### config.mk
export PLATFORM = sky130hd
export DESIGN_NAME = rvfi_dmem_seq_flat
export DESIGN_NICKNAME = d
export VERILOG_FILES = /design/src/rtl/rvfi_dmem_seq_if.sv /design/src/rtl/rvfi_dmem_seq.sv /design/src/flat_wrapper.sv
export SDC_FILE = /design/constraint.sdc
export NUM_CORES = 2
export LEC_CHECK = 0
export CAP_MARGIN = 20
export CORE_MARGIN = 3
export CORE_UTILIZATION = 60
export CTS_CLUSTER_DIAMETER = 40
export CTS_CLUSTER_SIZE = 28
export DETAILED_ROUTE_END_ITERATION = 7
export PLACE_DENSITY = 0.88
export SYNTH_ARGS = -nofsm -noshare
export SYNTH_HDL_FRONTEND = slang
export SYNTH_SLANG_ARGS = --single-unit
export TNS_END_PERCENT = 50
### constraint.sdc
create_clock -name clk -period 35.3 [get_ports clk]
set_input_delay 3.53 -clock clk [delete_from_list [all_inputs] [get_ports clk]]
set_output_delay 3.53 -clock clk [all_outputs]
set_load 0.05 [all_outputs]
### src/rtl/rvfi_dmem_seq_if.sv
// Multi-channel RVFI memory-retirement bundle that feeds the in-order sequencer.
// The harness side drives it through master; the sequencer samples it through slave.
interface rvfi_dmem_seq_if #(
    parameter int NRET    = 2,
    parameter int XLEN    = 32,
    parameter int ORDER_W = 8
);
    logic [NRET-1:0]          rvfi_valid;
    logic [NRET*ORDER_W-1:0]  rvfi_order;
    logic [NRET*XLEN-1:0]     rvfi_mem_addr;
    logic [NRET*XLEN/8-1:0]   rvfi_mem_rmask;
    logic [NRET*XLEN/8-1:0]   rvfi_mem_wmask;
    logic [NRET*XLEN-1:0]     rvfi_mem_rdata;
    logic [NRET*XLEN-1:0]     rvfi_mem_wdata;

    modport master (
        output rvfi_valid, rvfi_order, rvfi_mem_addr,
               rvfi_mem_rmask, rvfi_mem_wmask, rvfi_mem_rdata, rvfi_mem_wdata
    );

    modport slave (
        input  rvfi_valid, rvfi_order, rvfi_mem_addr,
               rvfi_mem_rmask, rvfi_mem_wmask, rvfi_mem_rdata, rvfi_mem_wdata
    );
endinterface

### src/rtl/rvfi_dmem_seq.sv
// Reorders RVFI memory records from NRET channels into one strictly ascending stream.
// Optional RVFI_DMEM_SEQ_MEMONLY_EN: records with no byte masks retire silently.
module rvfi_dmem_seq #(
    parameter int NRET    = 2,
    parameter int XLEN    = 32,
    parameter int ORDER_W = 8,
    parameter int DEPTH   = 8
) (
    input  logic                 clk,
    input  logic                 resetn,
    rvfi_dmem_seq_if.slave       rvfi,
    output logic                 out_valid,
    output logic [ORDER_W-1:0]   out_order,
    output logic [XLEN-1:0]      out_addr,
    output logic [XLEN/8-1:0]    out_rmask,
    output logic [XLEN/8-1:0]    out_wmask,
    output logic [XLEN-1:0]      out_rdata,
    output logic [XLEN-1:0]      out_wdata,
    output logic                 err_stale,
    output logic                 err_dup,
    output logic                 err_ovf
);
    localparam int MASK_W = XLEN / 8;
    localparam int IDX_W  = (DEPTH > 1) ? $clog2(DEPTH) : 1;
    localparam logic [ORDER_W-1:0] DEPTH_O = ORDER_W'(DEPTH);

    // ---------------- state ----------------
    logic [ORDER_W-1:0] next_order_reg;
    logic [DEPTH-1:0]   slot_valid_reg;
    logic [DEPTH-1:0]   slot_valid_next;

    logic [ORDER_W-1:0] slot_order_reg [DEPTH];
    logic [XLEN-1:0]    slot_addr_reg  [DEPTH];
    logic [MASK_W-1:0]  slot_rmask_reg [DEPTH];
    logic [MASK_W-1:0]  slot_wmask_reg [DEPTH];
    logic [XLEN-1:0]    slot_rdata_reg [DEPTH];
    logic [XLEN-1:0]    slot_wdata_reg [DEPTH];

    logic               out_valid_reg;
    logic [ORDER_W-1:0] out_order_reg;
    logic [XLEN-1:0]    out_addr_reg;
    logic [MASK_W-1:0]  out_rmask_reg;
    logic [MASK_W-1:0]  out_wmask_reg;
    logic [XLEN-1:0]    out_rdata_reg;
    logic [XLEN-1:0]    out_wdata_reg;

    logic err_stale_reg;
    logic err_dup_reg;
    logic err_ovf_reg;

    // ---------------- per-channel unpack and classification ----------------
    logic [ORDER_W-1:0] ch_order [NRET];
    logic [ORDER_W-1:0] ch_diff  [NRET];
    logic [IDX_W-1:0]   ch_idx   [NRET];
    logic [XLEN-1:0]    ch_addr  [NRET];
    logic [MASK_W-1:0]  ch_rmask [NRET];
    logic [MASK_W-1:0]  ch_wmask [NRET];
    logic [XLEN-1:0]    ch_rdata [NRET];
    logic [XLEN-1:0]    ch_wdata [NRET];

    logic [NRET-1:0] ch_accept;
    logic [NRET-1:0] ch_stale;
    logic [NRET-1:0] ch_ovf;
    logic [NRET-1:0] ch_dup;
    logic [NRET-1:0] ch_we;

    genvar gi;
    generate
        for (gi = 0; gi < NRET; gi++) begin : g_ch
            assign ch_order[gi] = rvfi.rvfi_order[gi*ORDER_W +: ORDER_W];
            assign ch_addr[gi]  = rvfi.rvfi_mem_addr[gi*XLEN +: XLEN];
            assign ch_rmask[gi] = rvfi.rvfi_mem_rmask[gi*MASK_W +: MASK_W];
            assign ch_wmask[gi] = rvfi.rvfi_mem_wmask[gi*MASK_W +: MASK_W];
            assign ch_rdata[gi] = rvfi.rvfi_mem_rdata[gi*XLEN +: XLEN];
            assign ch_wdata[gi] = rvfi.rvfi_mem_wdata[gi*XLEN +: XLEN];

            // Modular distance ahead of the retirement pointer; top half means behind it.
            assign ch_diff[gi]   = ch_order[gi] - next_order_reg;
            assign ch_idx[gi]    = ch_order[gi][IDX_W-1:0];
            assign ch_stale[gi]  = rvfi.rvfi_valid[gi] & ch_diff[gi][ORDER_W-1];
            assign ch_accept[gi] = rvfi.rvfi_valid[gi] & (ch_diff[gi] < DEPTH_O);
            assign ch_ovf[gi]    = rvfi.rvfi_valid[gi] & ~ch_stale[gi] & ~ch_accept[gi];
        end
    endgenerate

    // Inside the window, equal slot index implies equal order, so a slot hit is a duplicate.
    logic lower_hit;
    always_comb begin
        ch_dup    = '0;
        ch_we     = '0;
        lower_hit = 1'b0;
        for (int c = 0; c < NRET; c++) begin
            lower_hit = 1'b0;
            for (int l = 0; l < c; l++) begin
                if (ch_accept[l] && (ch_idx[l] == ch_idx[c])) begin
                    lower_hit = 1'b1;
                end
            end
            ch_dup[c] = ch_accept[c] & (slot_valid_reg[ch_idx[c]] | lower_hit);
            ch_we[c]  = ch_accept[c] & ~slot_valid_reg[ch_idx[c]] & ~lower_hit;
        end
    end

    // ---------------- drain ----------------
    logic [IDX_W-1:0] head_idx;
    logic             drain;
    logic             emit;

    assign head_idx = next_order_reg[IDX_W-1:0];
    assign drain    = slot_valid_reg[head_idx];

`ifdef RVFI_DMEM_SEQ_MEMONLY_EN
    assign emit = drain & ((|slot_rmask_reg[head_idx]) | (|slot_wmask_reg[head_idx]));
`else
    assign emit = drain;
`endif

    // A write can never land on the draining slot (that would need diff == DEPTH).
    always_comb begin
        slot_valid_next = slot_valid_reg;
        if (drain) begin
            slot_valid_next[head_idx] = 1'b0;
        end
        for (int c = 0; c < NRET; c++) begin
            if (ch_we[c]) begin
                slot_valid_next[ch_idx[c]] = 1'b1;
            end
        end
    end

    // Record payload storage; no reset needed because the valid bits gate every read.
    always_ff @(posedge clk) begin
        for (int c = 0; c < NRET; c++) begin
            if (resetn && ch_we[c]) begin
                slot_order_reg[ch_idx[c]] <= ch_order[c];
                slot_addr_reg[ch_idx[c]]  <= ch_addr[c];
                slot_rmask_reg[ch_idx[c]] <= ch_rmask[c];
                slot_wmask_reg[ch_idx[c]] <= ch_wmask[c];
                slot_rdata_reg[ch_idx[c]] <= ch_rdata[c];
                slot_wdata_reg[ch_idx[c]] <= ch_wdata[c];
            end
        end
    end

    always_ff @(posedge clk) begin
        if (!resetn) begin
            next_order_reg <= '0;
            slot_valid_reg <= '0;
            out_valid_reg  <= 1'b0;
            out_order_reg  <= '0;
            out_addr_reg   <= '0;
            out_rmask_reg  <= '0;
            out_wmask_reg  <= '0;
            out_rdata_reg  <= '0;
            out_wdata_reg  <= '0;
            err_stale_reg  <= 1'b0;
            err_dup_reg    <= 1'b0;
            err_ovf_reg    <= 1'b0;
        end else begin
            slot_valid_reg <= slot_valid_next;
            if (drain) begin
                next_order_reg <= next_order_reg + 1'b1;
            end
            out_valid_reg <= emit;
            if (emit) begin
                out_order_reg <= slot_order_reg[head_idx];
                out_addr_reg  <= slot_addr_reg[head_idx];
                out_rmask_reg <= slot_rmask_reg[head_idx];
                out_wmask_reg <= slot_wmask_reg[head_idx];
                out_rdata_reg <= slot_rdata_reg[head_idx];
                out_wdata_reg <= slot_wdata_reg[head_idx];
            end
            err_stale_reg <= err_stale_reg | (|ch_stale);
            err_dup_reg   <= err_dup_reg   | (|ch_dup);
            err_ovf_reg   <= err_ovf_reg   | (|ch_ovf);
        end
    end

    assign out_valid = out_valid_reg;
    assign out_order = out_order_reg;
    assign out_addr  = out_addr_reg;
    assign out_rmask = out_rmask_reg;
    assign out_wmask = out_wmask_reg;
    assign out_rdata = out_rdata_reg;
    assign out_wdata = out_wdata_reg;
    assign err_stale = err_stale_reg;
    assign err_dup   = err_dup_reg;
    assign err_ovf   = err_ovf_reg;

endmodule

### src/flat_wrapper.sv
// flat-port wrapper written by rule: the top's interface ports become plain ports
module rvfi_dmem_seq_flat 
#(
    parameter int NRET    = 2,
    parameter int XLEN    = 32,
    parameter int ORDER_W = 8,
    parameter int DEPTH   = 8
)
  (clk, resetn, out_valid, out_order, out_addr, out_rmask, out_wmask, out_rdata, out_wdata, err_stale, err_dup, err_ovf, rvfi_rvfi_valid, rvfi_rvfi_order, rvfi_rvfi_mem_addr, rvfi_rvfi_mem_rmask, rvfi_rvfi_mem_wmask, rvfi_rvfi_mem_rdata, rvfi_rvfi_mem_wdata);
  rvfi_dmem_seq_if #(.NRET(NRET), .XLEN(XLEN), .ORDER_W(ORDER_W)) rvfi_i ();
  input  logic clk;
  input  logic resetn;
  output logic out_valid;
  output logic [ORDER_W-1:0] out_order;
  output logic [XLEN-1:0] out_addr;
  output logic [XLEN/8-1:0] out_rmask;
  output logic [XLEN/8-1:0] out_wmask;
  output logic [XLEN-1:0] out_rdata;
  output logic [XLEN-1:0] out_wdata;
  output logic err_stale;
  output logic err_dup;
  output logic err_ovf;
  input wire logic [$bits(rvfi_i.rvfi_valid)-1:0] rvfi_rvfi_valid;
  input wire logic [$bits(rvfi_i.rvfi_order)-1:0] rvfi_rvfi_order;
  input wire logic [$bits(rvfi_i.rvfi_mem_addr)-1:0] rvfi_rvfi_mem_addr;
  input wire logic [$bits(rvfi_i.rvfi_mem_rmask)-1:0] rvfi_rvfi_mem_rmask;
  input wire logic [$bits(rvfi_i.rvfi_mem_wmask)-1:0] rvfi_rvfi_mem_wmask;
  input wire logic [$bits(rvfi_i.rvfi_mem_rdata)-1:0] rvfi_rvfi_mem_rdata;
  input wire logic [$bits(rvfi_i.rvfi_mem_wdata)-1:0] rvfi_rvfi_mem_wdata;
  assign rvfi_i.rvfi_valid = rvfi_rvfi_valid;
  assign rvfi_i.rvfi_order = rvfi_rvfi_order;
  assign rvfi_i.rvfi_mem_addr = rvfi_rvfi_mem_addr;
  assign rvfi_i.rvfi_mem_rmask = rvfi_rvfi_mem_rmask;
  assign rvfi_i.rvfi_mem_wmask = rvfi_rvfi_mem_wmask;
  assign rvfi_i.rvfi_mem_rdata = rvfi_rvfi_mem_rdata;
  assign rvfi_i.rvfi_mem_wdata = rvfi_rvfi_mem_wdata;
  rvfi_dmem_seq #(.NRET(NRET), .XLEN(XLEN), .ORDER_W(ORDER_W), .DEPTH(DEPTH)) u_core (.clk(clk), .resetn(resetn), .rvfi(rvfi_i), .out_valid(out_valid), .out_order(out_order), .out_addr(out_addr), .out_rmask(out_rmask), .out_wmask(out_wmask), .out_rdata(out_rdata), .out_wdata(out_wdata), .err_stale(err_stale), .err_dup(err_dup), .err_ovf(err_ovf));
endmodule
==> results.cfg <==
[logic_synthesis]
syn_area_per_cell_um2 = 16.7
synth_top_area_cell = edfxtp_1
synthCells = 3032
yosys.cell_types.count = 56
synth-edff-count = 896
yosysSeqAreaShare_pct = 58.4
ys_seq_elements = 1028
synthesis.area_um2 = 50600
async_reset_ff_share_pct = 0
synth_area_leaders = edfxtp_1 53%, mux2_2 14%, mux4_2 10%, mux2_4 6.2%, dfxtp_1 5.2%
synth_top_area_share_pct = 53.2
yosys_warnings = 0
yosys_most_used_dff = edfxtp_1
syn_nets = 3273

[worst_setup_path]
critPathRequiredTime_ns = 35.75
critPathCapture = u_core.slot_rmask_reg[7][3]
regToRegSetupSlack_ns = 28.22
cp-start-kind = primary input
rr_startpoint = u_core.next_order_reg[1]
crit_path_end_kind = flop
worstReg2RegEnd = u_core.slot_addr_reg[0][4]
cp_max_fo = 54
critPathKind = primary input to flop
startpoint = rvfi_rvfi_order[2]
r2r_cells = 11
arrival_ns = 9.67

[sta]
final-setup-viol-count = 0
worst_clock_skew_ns = 0.0319
finalCriticalPeriod_ns = 9.22
worst_slack_ns = 26.08
tns_ns = 0
timing.hold.ws_ns = 0.494
tightest_slew_ns = 1.14
fmax_mhz = 109
drv_slew = 0
grt_setup_unrepaired = no
maxSlewHeadroom_pct = 23.9
fin_crit_sh_pct = 26.1
final-hold-violation-count = 0

[drt]
drt_iter0_drc = 3149
wirelength_um = 136000
via_per_inst = 6.70
drc_errors = 0
drt_first_pass_iters = 5
dr_total_vias = 30400
wl_per_cell_um = 29.9
antenna_left = 0

[pwr]
intPower_uw = 2330
leakage_uw = 0.0212
ir_worst_vdd_uv = 40.3
clkPwrFrac_pct = 50.8
power.total_uw = 2960
power.net_switching_uw = 628
p_per_area_nw_per_um2 = 49.5
p_seq_share_pct = 44.7
combPwrFrac_pct = 4.5
switching_share_pct = 21.2

[placed_design]
gp_congestion = 0.914
place_ws_ns = 25.48
hpwl_um = 74400
io_buffers = 343
placed_area_um2 = 54600

[cts]
cts_tree = yes
insertion_delay_ns = 0.73
cts_setup_buffers = 0
cts.repair.resized = 0
hold_buffers = 0
cts_root_buffer = clkbuf_16
clk_pin_slew_worst_paths_ns = 0.06
cts_sinks = 1028
cts-buffers-inserted = 138
clockBufferDepth = 3
ctsHtreeMaxLevel = 4

[layout]
nFillCells = 4810
mostFrequentLayoutCells = 896 x edfxtp_1, 639 x mux2_2, 342 x clkdlybuf4s50_1
layout-drive-gt1-share_pct = 40.3
nets = 3569
stdcell_area_um2 = 59700
syn2layout_area_growth_pct = 18.0
layout_commonest_cell = edfxtp_1

[die]
coreArea_um2 = 82800
die-area_um2 = 87900
io-pin-count = 344
die_x_um = 296
fp.dieH_um = 296
placement_rows = 105
initial_core_util_pct = 61.2

[outcome]
status = completed

[global_route]
met2_usage_pct = 49.9
use_met3_pct = 8.51
met1_usage_pct = 41.6
grt_pass1_vias = 32100
track_usage_pct = 31.1
grt_max_degree = 121
overflow = 0
antenna_found_initial = 42
grt_pass1_wl_um = 203000
grt-busiest-layer = met2

[flow_run]
maxCapViolCount = 0

[min_path]
hp-class = flop to flop
[logic make-up after synthesis]
logic type	count (synthesis)	share of synthesized area (%)
DFF	1028	58.4
AOI/OAI and AO/OA	169	3.00
adders and majority gates	13	0.321
and+or+nand+nor	462	4.24
buffers and inverters	243	2.65
xor gates and xnor gates	13	0.225
muxes	1104	31.2
[layer usage]
metal | vias up | part of all wire (%)
li1 | 12700 | -
met1 | 15700 | 38
met2 | 1639 | 49
met3 | 275 | 11
met4 | 32 | 2.6
met5 | - | 0.17
[synthesized netlist by cell type, types with 7 or more instances]
cell type / count
nand2b_1: 14
buf_1: 37
and2_1: 13
a21oi_1: 9
o21ai_0: 10
nand3_1: 127
clkbuf_1: 94
edfxtp_1: 896
nor2b_1: 11
mux4_2: 228
mux2_2: 639
mux2_1: 26
buf_2: 54
nand4_1: 10
dfxtp_1: 132
o311ai_0: 7
mux2_4: 210
nand2_1: 242
inv_1: 9
xnor2_1: 9
o211a_1: 112
nor2_1: 12
ha_1: 13
buf_6: 48
[through the flow]
step	utilization [%]	std cells
after floorplan	-	3032
after global placement	66.0	4257
after detailed placement	66.0	4258
after CTS	72.1	4513
after global routing	72.1	4526
final	72.2	4541
[cell type report]
cell class / count / area (um^2) / share of cell area, %
Antenna cell: 28 / 70.1 / 0.117
Clock buffer: 156 / 3630 / 6.09
Clock inverter: 99 / 1390 / 2.33
Inverter: 10 / 40.0 / 0.0670
Multi-Input combinational cell: 1761 / 19900 / 33.2
Sequential cell: 1028 / 29600 / 49.5
Tap cell: 1070 / 1340 / 2.24
Timing Repair Buffer: 389 / 3830 / 6.42
[critical path, stage by stage]
cell and delay, ns:
clkdlybuf4s50_1 1.04, ha_1 0.38, a21oi_1 0.25, o21a_1 0.20, o21ai_1 0.13, mux2_4 0.36
or4_1 0.73, nand4_1 0.72, buf_4 0.91, buf_4 0.88, mux2_2 0.43
[how the worst min path moves through the flow]
stage                                  start                       end  slack (ns)  cells after the start
floorplan           u_core.next_order_reg[3]  u_core.next_order_reg[3]        0.47                      2
global placement              u_core.err_ovf            u_core.err_ovf        0.48                      1
detailed placement      u_core.out_wdata[21]      u_core.out_wdata[21]        0.49                      1
CTS                     u_core.out_wdata[21]      u_core.out_wdata[21]        0.50                      1
global route            u_core.out_wdata[21]      u_core.out_wdata[21]        0.51                      1
finish                   u_core.out_addr[25]       u_core.out_addr[25]        0.49                      1
[power by group through the flow]
stage                     Combinational, uW  Sequential [uW]  Clock, uW
after floorplan                        66.8             1350          0
after global placement                  122             1350          0
after detailed placement                130             1350          0
after CTS                               132             1320       1510
after global routing                    143             1320       1560
final                                   133             1320       1500
Note: power is estimated with default switching activity, not from simulation.
